===== src/rtl/fifo_wr_arbiter.sv =====
`default_nettype none
// ============================================================================
// Module      : fifo_wr_arbiter
// Description : Round-robin arbiter sharing one FIFO write port between
//               NUM_REQ requesters. Grant, write enable and write data are
//               combinational from registered state, req and fifo_full, so a
//               word is written in the same cycle it is requested.
//               Optional burst tenures (up to MAX_BURST words per grant) are
//               compiled in when the macro FIFO_ARB_BURST_EN is defined.
// Revision    : 1.0 - initial release
// ============================================================================
module fifo_wr_arbiter #(
  parameter int NUM_REQ   = 4,
  parameter int DATA_W    = 8,
  parameter int MAX_BURST = 4
) (
  input  logic                      clk,
  input  logic                      reset,
  input  logic [NUM_REQ-1:0]        req,
  input  logic [NUM_REQ*DATA_W-1:0] req_data,
  output logic [NUM_REQ-1:0]        gnt,
  input  logic                      fifo_full,
  output logic                      fifo_wr_en,
  output logic [DATA_W-1:0]         fifo_data,
  output logic                      busy
);

  localparam int                 c_idx_w    = (NUM_REQ > 1) ? $clog2(NUM_REQ) : 1;
  localparam logic [c_idx_w-1:0] c_last_rst = c_idx_w'(NUM_REQ - 1);

  // Elaboration-time guard on the legal parameter ranges.
  if (NUM_REQ < 2 || NUM_REQ > 8 || DATA_W < 1 || MAX_BURST < 1 || MAX_BURST > 16) begin : g_param_check
    $error("fifo_wr_arbiter: parameter out of legal range");
  end

  // Index of the most recently granted requester; search starts one past it.
  logic [c_idx_w-1:0] r_last;

  // Round-robin candidate, valid only when some requester is asking.
  logic               w_rr_found;
  logic [c_idx_w-1:0] w_rr_idx;

  // Final grant decision shared by gnt, fifo_wr_en and fifo_data.
  logic               w_gnt_vld;
  logic [c_idx_w-1:0] w_gnt_idx;

`ifdef FIFO_ARB_BURST_EN
  typedef enum logic [0:0] {
    ST_IDLE  = 1'b0,
    ST_BURST = 1'b1
  } state_t;

  localparam logic [4:0] c_max_burst = 5'(MAX_BURST);
  localparam bit         c_burst_on  = (MAX_BURST > 1);

  state_t             r_state;
  state_t             w_state_nxt;
  logic [c_idx_w-1:0] r_owner;
  logic [c_idx_w-1:0] w_owner_nxt;
  logic [4:0]         r_burst_cnt;
  logic [4:0]         w_burst_cnt_nxt;
`endif

  // Search requesters starting at (last+1) mod NUM_REQ; first hit wins.
  always_comb begin
    logic [c_idx_w-1:0] cand;
    cand       = '0;
    w_rr_found = 1'b0;
    w_rr_idx   = '0;
    for (int i = 1; i <= NUM_REQ; i++) begin
      cand = c_idx_w'((int'(r_last) + i) % NUM_REQ);
      if (!w_rr_found && req[cand]) begin
        w_rr_found = 1'b1;
        w_rr_idx   = cand;
      end
    end
  end

  // Pick the granted requester; nothing is granted in reset or while full.
  always_comb begin
    w_gnt_vld = 1'b0;
    w_gnt_idx = w_rr_idx;
`ifdef FIFO_ARB_BURST_EN
    if (r_state == ST_BURST) begin
      // An open tenure locks out everybody except its owner.
      w_gnt_idx = r_owner;
      w_gnt_vld = req[r_owner] & ~fifo_full & reset;
    end else begin
      w_gnt_vld = w_rr_found & ~fifo_full & reset;
    end
`else
    w_gnt_vld = w_rr_found & ~fifo_full & reset;
`endif
  end

  // Drive the FIFO write port from the grant decision.
  always_comb begin
    gnt       = '0;
    fifo_data = '0;
    if (w_gnt_vld) begin
      gnt[w_gnt_idx] = 1'b1;
      fifo_data      = req_data[w_gnt_idx*DATA_W +: DATA_W];
    end
    fifo_wr_en = |gnt;
  end

  // Round-robin pointer moves on every accepted word.
  always_ff @(posedge clk) begin
    if (!reset) begin
      r_last <= c_last_rst;
    end else if (w_gnt_vld) begin
      r_last <= w_gnt_idx;
    end
  end

`ifdef FIFO_ARB_BURST_EN
  // Tenure state register; reset aborts any open burst.
  always_ff @(posedge clk) begin
    if (!reset) begin
      r_state     <= ST_IDLE;
      r_owner     <= '0;
      r_burst_cnt <= 5'd0;
    end else begin
      r_state     <= w_state_nxt;
      r_owner     <= w_owner_nxt;
      r_burst_cnt <= w_burst_cnt_nxt;
    end
  end

  // Tenure open/close decisions and burst word counting.
  always_comb begin
    w_state_nxt     = r_state;
    w_owner_nxt     = r_owner;
    w_burst_cnt_nxt = r_burst_cnt;
    case (r_state)
      ST_IDLE: begin
        if (w_gnt_vld && c_burst_on) begin
          // The word accepted here is the first of the tenure.
          w_state_nxt     = ST_BURST;
          w_owner_nxt     = w_gnt_idx;
          w_burst_cnt_nxt = 5'd1;
        end
      end
      ST_BURST: begin
        if (fifo_full) begin
          // Paused: hold owner, count and state until space returns.
          w_state_nxt = ST_BURST;
        end else if (!req[r_owner]) begin
          w_state_nxt     = ST_IDLE;
          w_burst_cnt_nxt = 5'd0;
        end else if (w_gnt_vld) begin
          if (r_burst_cnt + 5'd1 == c_max_burst) begin
            w_state_nxt     = ST_IDLE;
            w_burst_cnt_nxt = 5'd0;
          end else begin
            w_burst_cnt_nxt = r_burst_cnt + 5'd1;
          end
        end
      end
      default: begin
        w_state_nxt     = ST_IDLE;
        w_burst_cnt_nxt = 5'd0;
      end
    endcase
  end

  assign busy = (r_state == ST_BURST);
`else
  assign busy = 1'b0;
`endif

endmodule
`default_nettype wire


===== config.mk =====
export PLATFORM = sky130hd
export DESIGN_NAME = fifo_wr_arbiter
export DESIGN_NICKNAME = d
export VERILOG_FILES = /design/src/rtl/fifo_wr_arbiter.sv
export SDC_FILE = /design/constraint.sdc
export NUM_CORES = 1
export LEC_CHECK = 0
export ABC_AREA = 0
export CAP_MARGIN = 15
export CORE_UTILIZATION = 26
export CTS_CLUSTER_DIAMETER = 50
export DETAILED_ROUTE_END_ITERATION = 10
export PLACE_DENSITY = 0.8
export SETUP_SLACK_MARGIN = 0.3
export SLEW_MARGIN = 20
export SYNTH_ARGS = -nofsm -noshare
export SYNTH_HDL_FRONTEND = slang
export SYNTH_SLANG_ARGS = --single-unit

===== constraint.sdc =====
create_clock -name clk -period 2.6 [get_ports clk]
set_clock_uncertainty 0.15 [all_clocks]
set_input_delay 0.78 -clock clk [delete_from_list [all_inputs] [get_ports clk]]
set_output_delay 0.78 -clock clk [all_outputs]
set_load 0.05 [all_outputs]

==> results of run 1 <==
kinds of logic after synthesis:
kind of cell | share of synthesized area (%)
compound gates | 26.1
mux | 36.8
simple gates | 15.8
buf+inv | 11.2
other cells | 0.861
flops | 9.20
per-stage QoR:
stage / util [%] / TNS (ns) / setup slack (ns)
3_3_place_gp: 90.6 / -10.80 / -0.920
2_1_floorplan: - / -2.09 / -0.211
3_5_place_dp: 90.6 / -11.79 / -1.03
==> results_dict.tcl, run 1 <==
set metrics [dict create \
    syn_inst 57 \
    root_buffer "clkbuf_4" \
    post-place-cells 132 \
    haltStage "clock tree synthesis" \
    clock_sinks 2 \
    yosys-top-cells-area "mux2i_1 37%, o22ai_1 13%, dfxtp_1 9.2%, nand2b_1 5.7%, buf_4 5.2%" \
    die_w_um 42.9 \
    netlist.area_leader.share_pct 36.8 \
    syn_area_um2 435 \
    ys_seq_area_share_pct 9.20 \
    yosysMostFrequentCell "mux2i_1" \
    synth_seq_cells 2 \
    cts_resized 56 \
    post_cts.repair.setup_buffers 2 \
    die_y_um 42.9 \
    synth_common_cells "16 x mux2i_1, 9 x o22ai_1, 5 x nor2_1" \
    io_buffers 51 \
    initial_utilization_pct 28.2 \
    status "stopped before the end" \
    synth_edf_count 0 \
    async_reset_ff_share_pct 0 \
    rows 14 \
    gp_congestion 0.832 \
    syn_nets 96 \
    synth_cell_types 19 \
    synth-main-ff-cell "dfxtp_1" \
    dpl_cell_area_mm2 0.00140 \
    yosysWarnings 0 \
    yosys.area.top_type "mux2i_1" \
    cts_buffers 3 \
    stop_error "[ERROR DPL-0038] Utilization greater than 100%, impossible to legalize" \
    dp_hpwl_um 1950 \
    htree_levels 1 \
    clock_path_buffers 2 \
    cts_hold_buf 0 \
    io_pins 53 \
    syn_avg_cell_area_um2 7.64 \
]
==> inputs of run 2 (changes only) <==
--- a/config.mk
+++ b/config.mk
@@ -7,11 +7,10 @@
 export LEC_CHECK = 0
 export ABC_AREA = 0
 export CAP_MARGIN = 15
-export CORE_UTILIZATION = 26
-export CTS_CLUSTER_DIAMETER = 50
+export CORE_AREA = 2 2 63 65
 export DETAILED_ROUTE_END_ITERATION = 10
-export PLACE_DENSITY = 0.8
-export SETUP_SLACK_MARGIN = 0.3
+export DIE_AREA = 0 0 65 67
+export PLACE_DENSITY_LB_ADDON = 0.15
 export SLEW_MARGIN = 20
 export SYNTH_ARGS = -nofsm -noshare
 export SYNTH_HDL_FRONTEND = slang
==> run 2 against run 1 <==
Synthesized cell count unchanged. Synthesized area unchanged. The flow now finishes, with violations (setup timing).
==> results_dict.tcl, run 2 <==
set metrics [dict create \
    status "finished, violations left" \
    violations "setup timing" \
    initial_utilization_pct 12.1 \
    viasPerCell 4.22 \
    setup_viol 13 \
    endpoint_kind "primary output" \
    io_buffers 51 \
    fillers 308 \
    drt-initial-drc-count 8 \
    syn_area_um2 435 \
    netlist.area_leader.share_pct 36.8 \
    grt_pass1_vias 826 \
    wire_per_inst_um 14.5 \
    syn_nets 96 \
    clk_pin_slew_worst_paths_ns 0.03 \
    nets 168 \
    htree_levels 1 \
    power.leakage_nw 0.647 \
    syn_avg_cell_area_um2 7.64 \
    floorplan.die_area_mm2 0.00436 \
    hold_viol_final 0 \
    die_y_um 67 \
    critical_path.cell_chain "buf_6, nand2b_4, a21oi_4, a211oi_4, buf_6, buf_12, mux2i_4, o22ai_4, buf_12" \
    io_pins 53 \
    rsz0062_at_grt "yes" \
    synth_seq_cells 2 \
    synth-main-ff-cell "dfxtp_1" \
    synth_common_cells "16 x mux2i_1, 9 x o22ai_1, 5 x nor2_1" \
    worst_setup_path_start_kind "input port" \
    yosysWarnings 0 \
    antenna_found_initial 0 \
    cts_buffers 3 \
    ant_nets 0 \
    hp-class "reg -> reg" \
    clock_latency_ns 0.21 \
    tritoncts "yes" \
    ir_drop_mv 0.150 \
    path_class "in -> out" \
    wl_um 2540 \
    top_register "r_last" \
    slew_viol_final 0 \
    drc 0 \
    grtUsageTotal_pct 12.3 \
    die_w_um 65 \
    pwr_density_cell_mw_per_mm2 379 \
    core_mm2 0.00361 \
    period_minus_slack_ns 3.02 \
    yosys-top-cells-area "mux2i_1 37%, o22ai_1 13%, dfxtp_1 9.2%, nand2b_1 5.7%, buf_4 5.2%" \
    antennaDiodeCount 0 \
    largestRegisters "r_last (2)" \
    rows 22 \
    drive_gt1_share_pct 66.9 \
    grt_max_degree 9 \
    crit_required_ns 1.67 \
    fin_util_pct 51.4 \
    synth_cell_types 19 \
    clock_sinks 2 \
    place_ws_ns -0.958 \
    mostFrequentLayoutCell "clkdlybuf4s50_1" \
    ys_seq_area_share_pct 9.20 \
    yosysMostFrequentCell "mux2i_1" \
    post-route-period-util_pct 116 \
    dp_hpwl_um 1700 \
    cap_violations 0 \
    max_clock_freq_mhz 331 \
    area_delta_synth_final_pct 325 \
    cpPeakStageDelay_ns 0.26 \
    grt_pass1_wl_um 4080 \
    fin_setup_tns_ns -4.16 \
    vias 738 \
    async_reset_ff_share_pct 0 \
    overflow 0 \
    crit_fanout 5 \
    root_buffer "clkbuf_8" \
    final_cell_mix "32 x clkdlybuf4s50_1, 16 x mux2i_4, 13 x buf_6" \
    synth_edf_count 0 \
    arrival_ns 2.09 \
    largest_reg_flops 2 \
    drtPass1Iterations 2 \
    critPathSlowestCell "a211oi_4" \
    setup_ws_ns -0.423 \
    syn_inst 57 \
    multi_input_area_um2 843 \
    hold_ws_ns 0.422 \
    gp_congestion 0.692 \
    yosys.area.top_type "mux2i_1" \
    clock_path_buffers 2 \
    area.sequential_um2 40.0 \
]
## run 2: cell counts after synthesis
Identical to the previous run, type by type.
## run 2: what timing repair did
item                                    in CTS  in global routing
pin swaps                                   16                  6
hold buffers                                 0                  0
endpoints found under the setup margin      13                 13
gates cloned                                 3                  0
resized for setup                           80                  1
buffers inserted                             6                  1
## run 2: cells by family after synthesis
| family | count (synthesis) | synth area share, % |
|---|---|---|
| AOI/OAI and AO/OA | 16 | 26.1 |
| muxes | 16 | 36.8 |
| and+or+nand+nor | 14 | 15.8 |
| buffers and inverters | 8 | 11.2 |
| DFF | 2 | 9.20 |
| other | 1 | 0.861 |
## run 2: critical path: cells and delay by family
kind	cells	cell delay, ns
multiplexers	1	0.24
AO/OA/AOI/OAI	3	0.40
AND/OR/NAND/NOR	1	0.12
buffers and inverters	4	0.54
## run 2: final cells by class
type / count / area share [%]
Tap cell: 48 / 3.24
Multi-Input combinational cell: 48 / 45.5
Timing Repair Buffer: 70 / 45.7
Clock buffer: 3 / 2.23
Inverter: 4 / 1.08
Sequential cell: 2 / 2.16
## run 2: power by group
group          internal (mW)  switching, mW  leakage [nW]
Combinational          0.299          0.239         0.609
Clock                 0.0980         0.0253        0.0216
Sequential            0.0346        0.00574        0.0167
Total                  0.432          0.270         0.647
## run 2: through the flow
step           total power, mW  std cells  cell area (um^2)
4_1_cts                  0.722        175              1870
5_1_grt                  0.730        175              1850
6_report                 0.702        175              1850
3_5_place_dp             0.434        163              1420
2_1_floorplan            0.277         57               713
3_3_place_gp             0.429        163              1420
## run 2: worst paths after layout
path                            cells after the start  slack, ns                endpoint              startpoint
worst min register to register                      1       0.42  r_last[0]$_SDFFE_PN1P_  r_last[0]$_SDFFE_PN1P_
worst max register to register                      6       1.03  r_last[1]$_SDFFE_PN1P_  r_last[1]$_SDFFE_PN1P_
worst max-delay path                                9      -0.42            fifo_data[0]                  req[2]
worst min-delay path                                1       0.42  r_last[0]$_SDFFE_PN1P_  r_last[0]$_SDFFE_PN1P_
## run 2: metal layers
metal  wire length (um)  GRT usage (%)  share of wire, %
met3                122          0.507               4.8
met1                966           14.6                38
met5                  0              0                 0
met2               1450           23.3                57
met4                  0           4.79                 0
Note: power is estimated with default switching activity, not from simulation.
==> inputs of run 3 (changes only) <==
--- a/config.mk
+++ b/config.mk
@@ -10,7 +10,7 @@
 export CORE_AREA = 2 2 63 65
 export DETAILED_ROUTE_END_ITERATION = 10
 export DIE_AREA = 0 0 65 67
-export PLACE_DENSITY_LB_ADDON = 0.15
+export PLACE_DENSITY = 0.49
 export SLEW_MARGIN = 20
 export SYNTH_ARGS = -nofsm -noshare
 export SYNTH_HDL_FRONTEND = slang
==> run 3 against run 2 <==
The flow still finishes with violations (setup timing). Register-to-register slack worse by 0.07 ns. Sequential power hardly changed. Core utilization is 0.45 points higher. Worst hold slack worse by 0.044 ns. Global-route usage is 0.23 points lower. Critical path type unchanged. Critical endpoint is now fifo_data[7]. Highest routed layer is now met4.
==> results_dict.tcl, run 3 (synthesis gave the netlist of run 2 again) <==
set metrics [dict create \
    status "finished, violations left" \
    violations "setup timing" \
    dp_hpwl_um 1720 \
    pwr_density_cell_mw_per_mm2 383 \
    period_minus_slack_ns 3.04 \
    rows 22 \
    nets 170 \
    final_cell_mix "32 x clkdlybuf4s50_1, 16 x mux2i_4, 11 x buf_6" \
    post-route-period-util_pct 117 \
    die_w_um 65 \
    crit_required_ns 1.67 \
    multi_input_area_um2 830 \
    drive_gt1_share_pct 66.7 \
    wl_um 2510 \
    root_buffer "clkbuf_8" \
    hold_depth 1 \
    setup_viol 13 \
    cts_hold_buf 0 \
    area_delta_synth_final_pct 329 \
    die_y_um 67 \
    core_mm2 0.00361 \
    antenna_found_initial 0 \
    clock_sinks 2 \
    initial_utilization_pct 12.1 \
    crit_fanout 5 \
    gp_congestion 0.728 \
    viasPerCell 4.24 \
    timing.rr.start "r_last[0]$_SDFFE_PN1P_" \
    worst_setup_path_start_kind "input port" \
    p_total_mw 0.716 \
    clock_path_buffers 2 \
    drc 0 \
    endpoint_kind "primary output" \
    mostFrequentLayoutCell "clkdlybuf4s50_1" \
    hold_viol_final 0 \
    vias 751 \
    max_clock_freq_mhz 329 \
    fillers 310 \
    ir_drop_mv 0.157 \
    htree_levels 1 \
    largestRegisters "r_last (2)" \
    power.leakage_nw 0.664 \
    cts_buffers 3 \
    grt_max_degree 6 \
    grtUsageTotal_pct 12.1 \
    largest_reg_flops 2 \
    wire_per_inst_um 14.2 \
    drtPass1Iterations 2 \
    setup_ws_ns -0.440 \
    hold_ws_ns 0.377 \
    cap_violations 0 \
    io_pins 53 \
    overflow 0 \
    rsz0062_at_grt "yes" \
    path_class "in -> out" \
    top_register "r_last" \
    clock_latency_ns 0.21 \
    slew_viol_final 0 \
    antennaDiodeCount 0 \
    reg2reg_to "r_last[0]$_SDFFE_PN1P_" \
    drt-initial-drc-count 19 \
    hold_path_end "r_last[0]$_SDFFE_PN1P_" \
    grt_pass1_vias 809 \
    arrival_ns 2.11 \
    io_buffers 51 \
    grt_pass1_wl_um 4080 \
    fin_area_mm2 0.00187 \
    r2r_slack_ns 0.96 \
    min_from "r_last[0]$_SDFFE_PN1P_" \
    worstRegToRegCells 8 \
    area.sequential_um2 40.0 \
    clk_pin_slew_worst_paths_ns 0.03 \
    hp-class "reg -> reg" \
    dpl_cell_area_mm2 0.00141 \
    ant_nets 0 \
    tritoncts "yes" \
    floorplan.die_area_mm2 0.00436 \
]
run 3: routing by layer:
metal  global-route usage [%]  part of all wire (%)
met5                        0                     0
met4                     2.39                  0.48
met3                     3.72                    10
met2                     20.1                    46
met1                     15.5                    43
run 3: repair_timing:
| action | in CTS | in global routing |
|---|---|---|
| endpoints found under the setup margin | 13 | 13 |
| resized for setup | 66 | 10 |
| buffers inserted | 7 | 1 |
| pin swaps | 16 | 8 |
| cloned | 4 | 0 |
run 3: worst max-delay path, cell delays in order:
cell and delay, ns:
buf_8 0.07, nand2b_4 0.12, a21oi_4 0.06, a211oi_4 0.26, buf_6 0.16, buf_12 0.14, mux2i_4 0.26, o22ai_4 0.09
buf_6 0.16
run 3: worst max-delay path by stage:
| stage | start | endpoint | slack [ns] |
|---|---|---|---|
| after floorplan | req[2] | fifo_data[0] | -0.21 |
| after global placement | req[3] | fifo_data[7] | -0.94 |
| after detailed placement | req[3] | fifo_data[5] | -0.99 |
| after CTS | req[1] | fifo_data[5] | -0.44 |
| after global routing | req[2] | fifo_data[4] | -0.52 |
| final | req[2] | fifo_data[7] | -0.44 |
run 3: area by class of cell:
type                            count  area share [%]
Sequential cell                     2            2.14
Multi-Input combinational cell     48            44.4
Tap cell                           48            3.22
Clock buffer                        3            2.21
Inverter                            4            1.21
Timing Repair Buffer               72            46.8
run 3: per-stage QoR:
step                      cells  setup slack [ns]  utilization [%]  setup TNS [ns]
final                       177            -0.440             51.8           -4.55
after detailed placement    164            -0.991             39.1          -11.61
after global placement      164            -0.935             39.1          -10.95
after global routing        177            -0.515             51.8           -5.43
after CTS                   176            -0.444             50.2           -4.60
after floorplan              57            -0.211                -           -2.09
run 3: power by group:
part           total (mW)  leakage, nW  switching (mW)  internal, mW
Combinational       0.553        0.626           0.238         0.314
Sequential         0.0403       0.0167         0.00568        0.0346
Clock               0.123       0.0216          0.0255        0.0980
Total               0.716        0.664           0.270         0.447
